## src/rtl/lcd_byte_writer.sv

```systemverilog
// lcd_byte_writer: bus-timing engine for the HD44780-style character LCD.
// Accepts one instruction/data byte per valid/ready handshake, drives DB/RS,
// produces the ENABLE strobe with setup/pulse/hold timing, then waits out the
// controller execution time (long wait for clear/home, short otherwise).
module lcd_byte_writer #(
    parameter int unsigned SETUP_CYCLES      = 2,
    parameter int unsigned PULSE_CYCLES      = 12,
    parameter int unsigned HOLD_CYCLES       = 1,
    parameter int unsigned SHORT_EXEC_CYCLES = 2000,
    parameter int unsigned LONG_EXEC_CYCLES  = 82000
) (
    input  logic       CLOCK_50MHZ,
    input  logic       RESET_N,
    input  logic       CMD_VALID,
    input  logic       CMD_RS,
    input  logic [7:0] CMD_DATA,
    output logic       CMD_READY,
    output logic       CMD_DONE,
    output logic [7:0] LCD_DATA_BIT,
    output logic       LCD_ENABLE,
    output logic       LCD_REGISTER_SELECT,
    output logic       LCD_READ_WRITE
);

    typedef enum logic [2:0] {
        IDLE  = 3'd0,
        SETUP = 3'd1,
        PULSE = 3'd2,
        HOLD  = 3'd3,
        EXEC  = 3'd4
    } state_t;

    // Terminal count for each phase; a phase of N cycles ends at count N-1.
    localparam logic [31:0] SETUP_LAST = 32'(SETUP_CYCLES) - 32'd1;
    localparam logic [31:0] PULSE_LAST = 32'(PULSE_CYCLES) - 32'd1;
    localparam logic [31:0] HOLD_LAST  = 32'(HOLD_CYCLES) - 32'd1;
    localparam logic [31:0] SHORT_LAST = 32'(SHORT_EXEC_CYCLES) - 32'd1;
    localparam logic [31:0] LONG_LAST  = 32'(LONG_EXEC_CYCLES) - 32'd1;

    state_t      state_q, state_d;
    logic [31:0] count_q, count_d;
    logic [7:0]  data_q, data_d;
    logic        rs_q, rs_d;
    logic        long_q, long_d;
    logic        enable_q, enable_d;
    logic        done_q, done_d;

    logic        accept;
    logic        is_long_cmd;
    logic [31:0] exec_last;

    // Clear display (0x01) and return home (0x02/0x03) need the long wait.
    assign is_long_cmd = !CMD_RS &&
                         ((CMD_DATA == 8'h01) || (CMD_DATA == 8'h02) || (CMD_DATA == 8'h03));
    assign accept      = CMD_VALID && (state_q == IDLE);
    assign exec_last   = long_q ? LONG_LAST : SHORT_LAST;

    // Next-state, counter, capture and strobe decode.
    always_comb begin
        state_d  = state_q;
        count_d  = count_q + 32'd1;
        data_d   = data_q;
        rs_d     = rs_q;
        long_d   = long_q;
        done_d   = 1'b0;
        enable_d = 1'b0;
        case (state_q)
            IDLE: begin
                count_d = '0;
                if (accept) begin
                    state_d = SETUP;
                    data_d  = CMD_DATA;
                    rs_d    = CMD_RS;
                    long_d  = is_long_cmd;
                end
            end
            SETUP: begin
                if (count_q == SETUP_LAST) begin
                    state_d = PULSE;
                    count_d = '0;
                end
            end
            PULSE: begin
                if (count_q == PULSE_LAST) begin
                    state_d = HOLD;
                    count_d = '0;
                end
            end
            HOLD: begin
                if (count_q == HOLD_LAST) begin
                    state_d = EXEC;
                    count_d = '0;
                end
            end
            EXEC: begin
                if (count_q == exec_last) begin
                    state_d = IDLE;
                    count_d = '0;
                    done_d  = 1'b1;
                end
            end
            default: begin
                state_d = IDLE;
                count_d = '0;
            end
        endcase
        // ENABLE is a flop decoded from the next state so it never glitches.
        enable_d = (state_d == PULSE);
    end

    // State, counter and registered outputs; async reset drops any byte in flight.
    always_ff @(posedge CLOCK_50MHZ or negedge RESET_N) begin
        if (!RESET_N) begin
            state_q  <= IDLE;
            count_q  <= '0;
            data_q   <= 8'h00;
            rs_q     <= 1'b0;
            long_q   <= 1'b0;
            enable_q <= 1'b0;
            done_q   <= 1'b0;
        end else begin
            state_q  <= state_d;
            count_q  <= count_d;
            data_q   <= data_d;
            rs_q     <= rs_d;
            long_q   <= long_d;
            enable_q <= enable_d;
            done_q   <= done_d;
        end
    end

    assign CMD_READY           = (state_q == IDLE);
    assign CMD_DONE            = done_q;
    assign LCD_DATA_BIT        = data_q;
    assign LCD_ENABLE          = enable_q;
    assign LCD_REGISTER_SELECT = rs_q;
    assign LCD_READ_WRITE      = 1'b0;

endmodule

```

## config.mk

```make
export PLATFORM = sky130hd
export DESIGN_NAME = lcd_byte_writer
export DESIGN_NICKNAME = d
export VERILOG_FILES = /design/src/rtl/lcd_byte_writer.sv
export SDC_FILE = /design/constraint.sdc
export NUM_CORES = 1
export LEC_CHECK = 0
export ABC_CLOCK_PERIOD_IN_PS = 2400
export CORE_MARGIN = 2
export CORE_UTILIZATION = 51
export DETAILED_ROUTE_END_ITERATION = 16
export PLACE_DENSITY = 0.81
export SYNTH_ARGS = -nofsm -noshare
export SYNTH_HDL_FRONTEND = slang
export SYNTH_SLANG_ARGS = --single-unit
```

## constraint.sdc

```tcl
create_clock -name CLOCK_50MHZ -period 2.4 [get_ports CLOCK_50MHZ]
set_input_delay 0.48 -clock CLOCK_50MHZ [delete_from_list [all_inputs] [get_ports CLOCK_50MHZ]]
set_output_delay 0.48 -clock CLOCK_50MHZ [all_outputs]
set_load 0.02 [all_outputs]
```

Word-level counts from Yosys, hierarchy flattened
Cells that the tools add are included.
{"block": "word_totals", "rom_bits": 0, "regBits": 47, "mem_bits_rw": 0, "elab_cells": 41, "latchBits": 0, "memories": 0}
{"block": "classes", "addsub": 1, "eq_ne": 11, "div_mod_pow": 0, "order_cmp": 0, "n_shift": 0, "bitwise_logic": 0, "multipliers": 0, "reduce_logical": 8, "mux": 14}
{"op": "$mux 32", "count": 4}
{"op": "$pmux 32 s4", "count": 1}
{"op": "$add 32x1->32 const B", "count": 1}
{"op": "$eq 32x1->1 const B", "count": 1}
{"op": "$eq 32x17->1", "count": 1}
{"op": "$eq 32x4->1 const B", "count": 1}
{"op": "$logic_not 32->1", "count": 1}
{"op": "$mux 17", "count": 1}
{"op": "$eq 8x2->1 const B", "count": 2}
{"op": "$mux 3", "count": 5}
{"op": "$pmux 3 s5", "count": 1}
{"op": "$eq 3x2->1 const B", "count": 3}
{"op": "$eq 8x1->1 const B", "count": 1}
{"op": "$eq 3x1->1 const B", "count": 1}
{"op": "$eq 3x3->1 const B", "count": 1}
{"op": "$logic_not 3->1", "count": 1}
{"op": "$logic_and 1x1->1", "count": 2}
{"op": "$logic_or 1x1->1", "count": 2}
{"op": "$mux 1", "count": 2}
{"op": "$reduce_and 2->1", "count": 1}
{"op": "$logic_not 1->1", "count": 1}

Logic depth before layout (Yosys ltp)
{"block": "depth", "word_depth": 5, "mapped_depth": 8, "depth_no_buf": 7}

Worst setup path before layout
OpenSTA, ideal clock, no wires.
{"block": "synth_path", "kind": "register -> register", "startpoint": "reg count_q[7]", "endpoint": "reg count_q[7]", "slack_ns": 0.075, "arrival_ns": 2.206, "stages_incl_launch_ff": 7, "required_ns": 2.281, "path_buffers": 1, "cell_sequence": "dfrtp_1 or4_4 or4_4 o41ai_4 o2111a_2 buf_6 nor2_1"}
{"block": "synth_between", "elab_chain_cells": 3}
{"element": "from (decl)", "line_no": "41", "text": "logic [31:0] count_q, count_d;"}
{"element": "from (signal assigned)", "line_no": "123", "text": "count_q <= count_d;"}
{"element": "$add 32x1->32, or another cell as far along", "line_no": "61", "text": "count_d = count_q + 32'd1;"}
{"element": "$mux 32 (on tied branches)"}
{"element": "$pmux 32 s4 *", "line_no": "67", "text": "case (state_q)"}
{"element": "via count_d[7]", "line_no": "41"}
Mark *: on every way through the listed nets, which the timed path passes. The rest lies on a longest branch.
A chain may end at the register's enable or synchronous reset.

Worst setup path in the final report
{"block": "layout_path", "startpoint": "reg count_q[7]", "endpoint": "reg count_q[1]"}
{"block": "layout_between", "elab_chain_cells": 3}
{"element": "$eq 32x17->1, or another cell as far along", "line_no": "96", "text": "if (count_q == exec_last) begin"}
{"element": "$mux 32 (on tied branches)"}
{"element": "$pmux 32 s4 *", "line_no": "67"}
{"element": "via count_d[1]", "line_no": "41"}
Marked as above.

==> flow_metrics.tcl <==
set metrics [dict create \
    outcome "finished, final reports clean" \
    fp.dieW_um 72.88 \
    cts_sinks 47 \
    crit_required_ns 2.60 \
    cp_max_fo 32 \
    ys_seq_area_frac 0.4860 \
    drtIter0Drc 175 \
    fin_skew_ns 0.006557 \
    ir_worst_vdd_mv 0.3110 \
    layout-drive-gt1-share 0.1345 \
    min_path_type "in2async" \
    yosys.area_share.simple 0.2539 \
    yosys.area.top_type "dfrtp_1" \
    dieArea_mm2 0.005311 \
    p_leak_nw 1.249 \
    synth.avg_cell_area_um2 9.917 \
    post-route-util 0.6118 \
    cts_tree "yes" \
    finalMaxSlewViolations 0 \
    endpoint "count_q[1]" \
    cp-end-kind "flop" \
    h-tree-depth 2 \
    final.period_utilization 0.9838 \
    yosys_warnings 0 \
    r2r-end "count_q[1]" \
    r2r_slack_ns 0.04 \
    numCtsBuffers 5 \
    clk_pin_slew_ns 0.10 \
    grt_pass1_wl_um 8418 \
    synth_cell_types 37 \
    insertion_delay_ns 0.31 \
    nFillCells 384 \
    clock_path_buffers 2 \
    synth-xor-area-share 0.1086 \
    core.rowCount 25 \
    max_stage_delay_ns 0.53 \
    grt_usage 0.2023 \
    synth_edf_count 0 \
    diodes 0 \
    synth_seq_cells 47 \
    synth_compound_area_frac 0.04809 \
    crit_start "count_q[7]" \
    drt_pass1_iterations 4 \
    post_drt_wl_per_cell_um 14.62 \
    synth_nets 259 \
    max_freq_ghz 0.4235 \
    grt-ovfl-total 0 \
    drc 0 \
    fin_crit_ns 2.361 \
    antenna_found_initial 0 \
    path_cells "or4_4 > or4_4 > o41ai_4 > o2111a_2 > buf_12 > nor2b_1" \
    worstReg2RegStart "count_q[7]" \
    fin_nets 289 \
    start_util 0.5192 \
    grt_pass1_vias 1839 \
    critPathMostFrequentCell "or4_4" \
    core_area_mm2 0.004661 \
    async_reset_ff_frac 1.000 \
    power_w 0.001345 \
    ant_nets 0 \
    synth.most_common_cell "dfrtp_1" \
    portBuffers 23 \
    synth_flop_cell "dfrtp_1" \
    viasPerCell 5.647 \
    synth_top_family_by_area "simple AND/OR/NAND/NOR gates" \
    path_buf_inv 1 \
    dr_total_vias 1858 \
    finalSetupViolCount 0 \
    rsz0062_at_grt "true" \
    cp_num_cells 6 \
    critPathSlowestCell "or4_4" \
    grt_max_degree 48 \
    cts_root_buffer "clkbuf_8" \
    cp_top_family "simple AND/OR/NAND/NOR gates" \
    post_cts_resized 0 \
    gp_congestion 0.7805 \
    io_pins 25 \
    die_h_um 72.88 \
    synth_top_area_frac 0.4860 \
    rr_worst_depth 6 \
    routed_wl_um 4809 \
    synth_area_leaders "dfrtp_1, xnor2_1, nor2_1, mux2_2, nor4_1" \
    critPathKind "reg2reg" \
    arrival_ns 2.56 \
    powerDensity_mw_per_mm2 471.5 \
    maxCapViolCount 0 \
    area_growth_pct 17.84 \
    dpl.hpwl_um 3275 \
    finalHoldViolCount 0 \
    synthesis.area_mm2 0.002420 \
    synth.top_cells.by_count "dfrtp_1, nor2_1, xnor2_1" \
    startpoint_type "flop" \
    synth_mux_area_frac 0.04602 \
    yosys.area_share.adder 0.01551 \
    netlist_instances 244 \
]
==> placed cells by master, fill, tap and decap left out, drive strengths merged <==
cell / n
clkbuf: 5
nand2: 14
conb: 1
mux2i: 1
nor4: 13
o2111a: 1
and4: 5
inv: 10
a21o: 1
mux2: 9
dfrtp: 47
o2bb2ai: 1
ha: 3
o41ai: 1
buf: 13
o32ai: 1
xnor2: 25
clkdlybuf4s50: 22
and3: 4
xor2: 5
o21ai: 3
or2: 2
and2: 1
a21oi: 2
nand3: 12
or4: 2
o211ai: 1
nor3b: 1
a311o: 1
nor4b: 1
nand2b: 1
nor2: 42
nor3: 11
a31o: 1
nor2b: 3
nand4: 9
==> worst min path at each step <==
stage | startpoint | endpoint | slack [ns] | cells after the start
2_1_floorplan | RESET_N | CMD_DONE | 0.18 | 0
3_3_place_gp | RESET_N | count_q[28] | 0.48 | 2
3_5_place_dp | RESET_N | count_q[28] | 0.48 | 2
4_1_cts | RESET_N | count_q[15] | 0.14 | 2
5_1_grt | RESET_N | count_q[15] | 0.16 | 2
6_report | RESET_N | count_q[29] | 0.13 | 2
==> worst register-to-register path, stage by stage, from the launching register on <==
cell      delay, ns
dfrtp_1        0.39
or4_4          0.53
or4_4          0.46
o41ai_4        0.30
o2111a_2       0.30
buf_12         0.18
nor2b_1        0.09
==> layout make-up <==
cell class              instances  area, um2  share of cell area
multi-input cells             178       1146              0.4019
clock inverters                 3      26.28            0.009215
inverters                       7      26.28            0.009215
repair buffers                 35      340.3              0.1194
flip-flops and latches         47       1176              0.4125
well taps                      54      67.56             0.02369
clock buffers                   5      68.82             0.02413
==> power by group <==
part,switching (W),internal [W],total [W]
registers,0,0.000791,0.000791
logic,0.0000212,0.0000189,0.0000401
clock network,0.000297,0.000217,0.000513
==> stage by stage <==
| step | setup WS, ns | setup TNS [ns] | hold WS (ns) | cells | instance area (um2) |
|---|---|---|---|---|---|
| 2_1_floorplan | 0.07509 | 0 | 0.1844 | 244 | 2420 |
| 3_3_place_gp | 0.05714 | 0 | 0.4770 | 320 | 2749 |
| 4_1_cts | 0.06144 | 0 | 0.1394 | 329 | 2851 |
| 3_5_place_dp | -0.02550 | -0.6101 | 0.4806 | 320 | 2749 |
| 6_report | 0.03895 | 0 | 0.1261 | 329 | 2851 |
| 5_1_grt | -0.01775 | -0.1725 | 0.1622 | 329 | 2851 |
==> sequential cells by signal (all words and copies together) (netlist names) <==
register and cells:
CMD_DONE 1, LCD_DATA_BIT 8, LCD_ENABLE 1, LCD_REGISTER_SELECT 1
count_q 32, long_q 1, state_q 3
==> routing by layer <==
layer / track usage / up-vias / wire [um]
met2: 0.3323 / 49 / 2361
met5: 0 / - / 0
met4: 0.08025 / 0 / 116
met1: 0.2629 / 896 / 2134
met3: 0.04144 / 12 / 196
li1: - / 901 / -
==> repair_timing <==
item,CTS,global route
pin swaps,3,0
buffers inserted,1,0
hold endpoints to repair,0,0
endpoints found under the setup margin,32,23
hold buffers,0,0
==> cell families (layout without fill, tap and decap cells) <==
group	Yosys count	in the layout
adders and majority gates	3	3
muxes	10	10
DFF	47	47
xor gates and xnor gates	30	30
and+or+nand+nor	121	121
AOI/OAI and AO/OA	13	13
other	1	1
buffers and inverters	19	50
No activity file was read; power rests on OpenSTA's default activity.
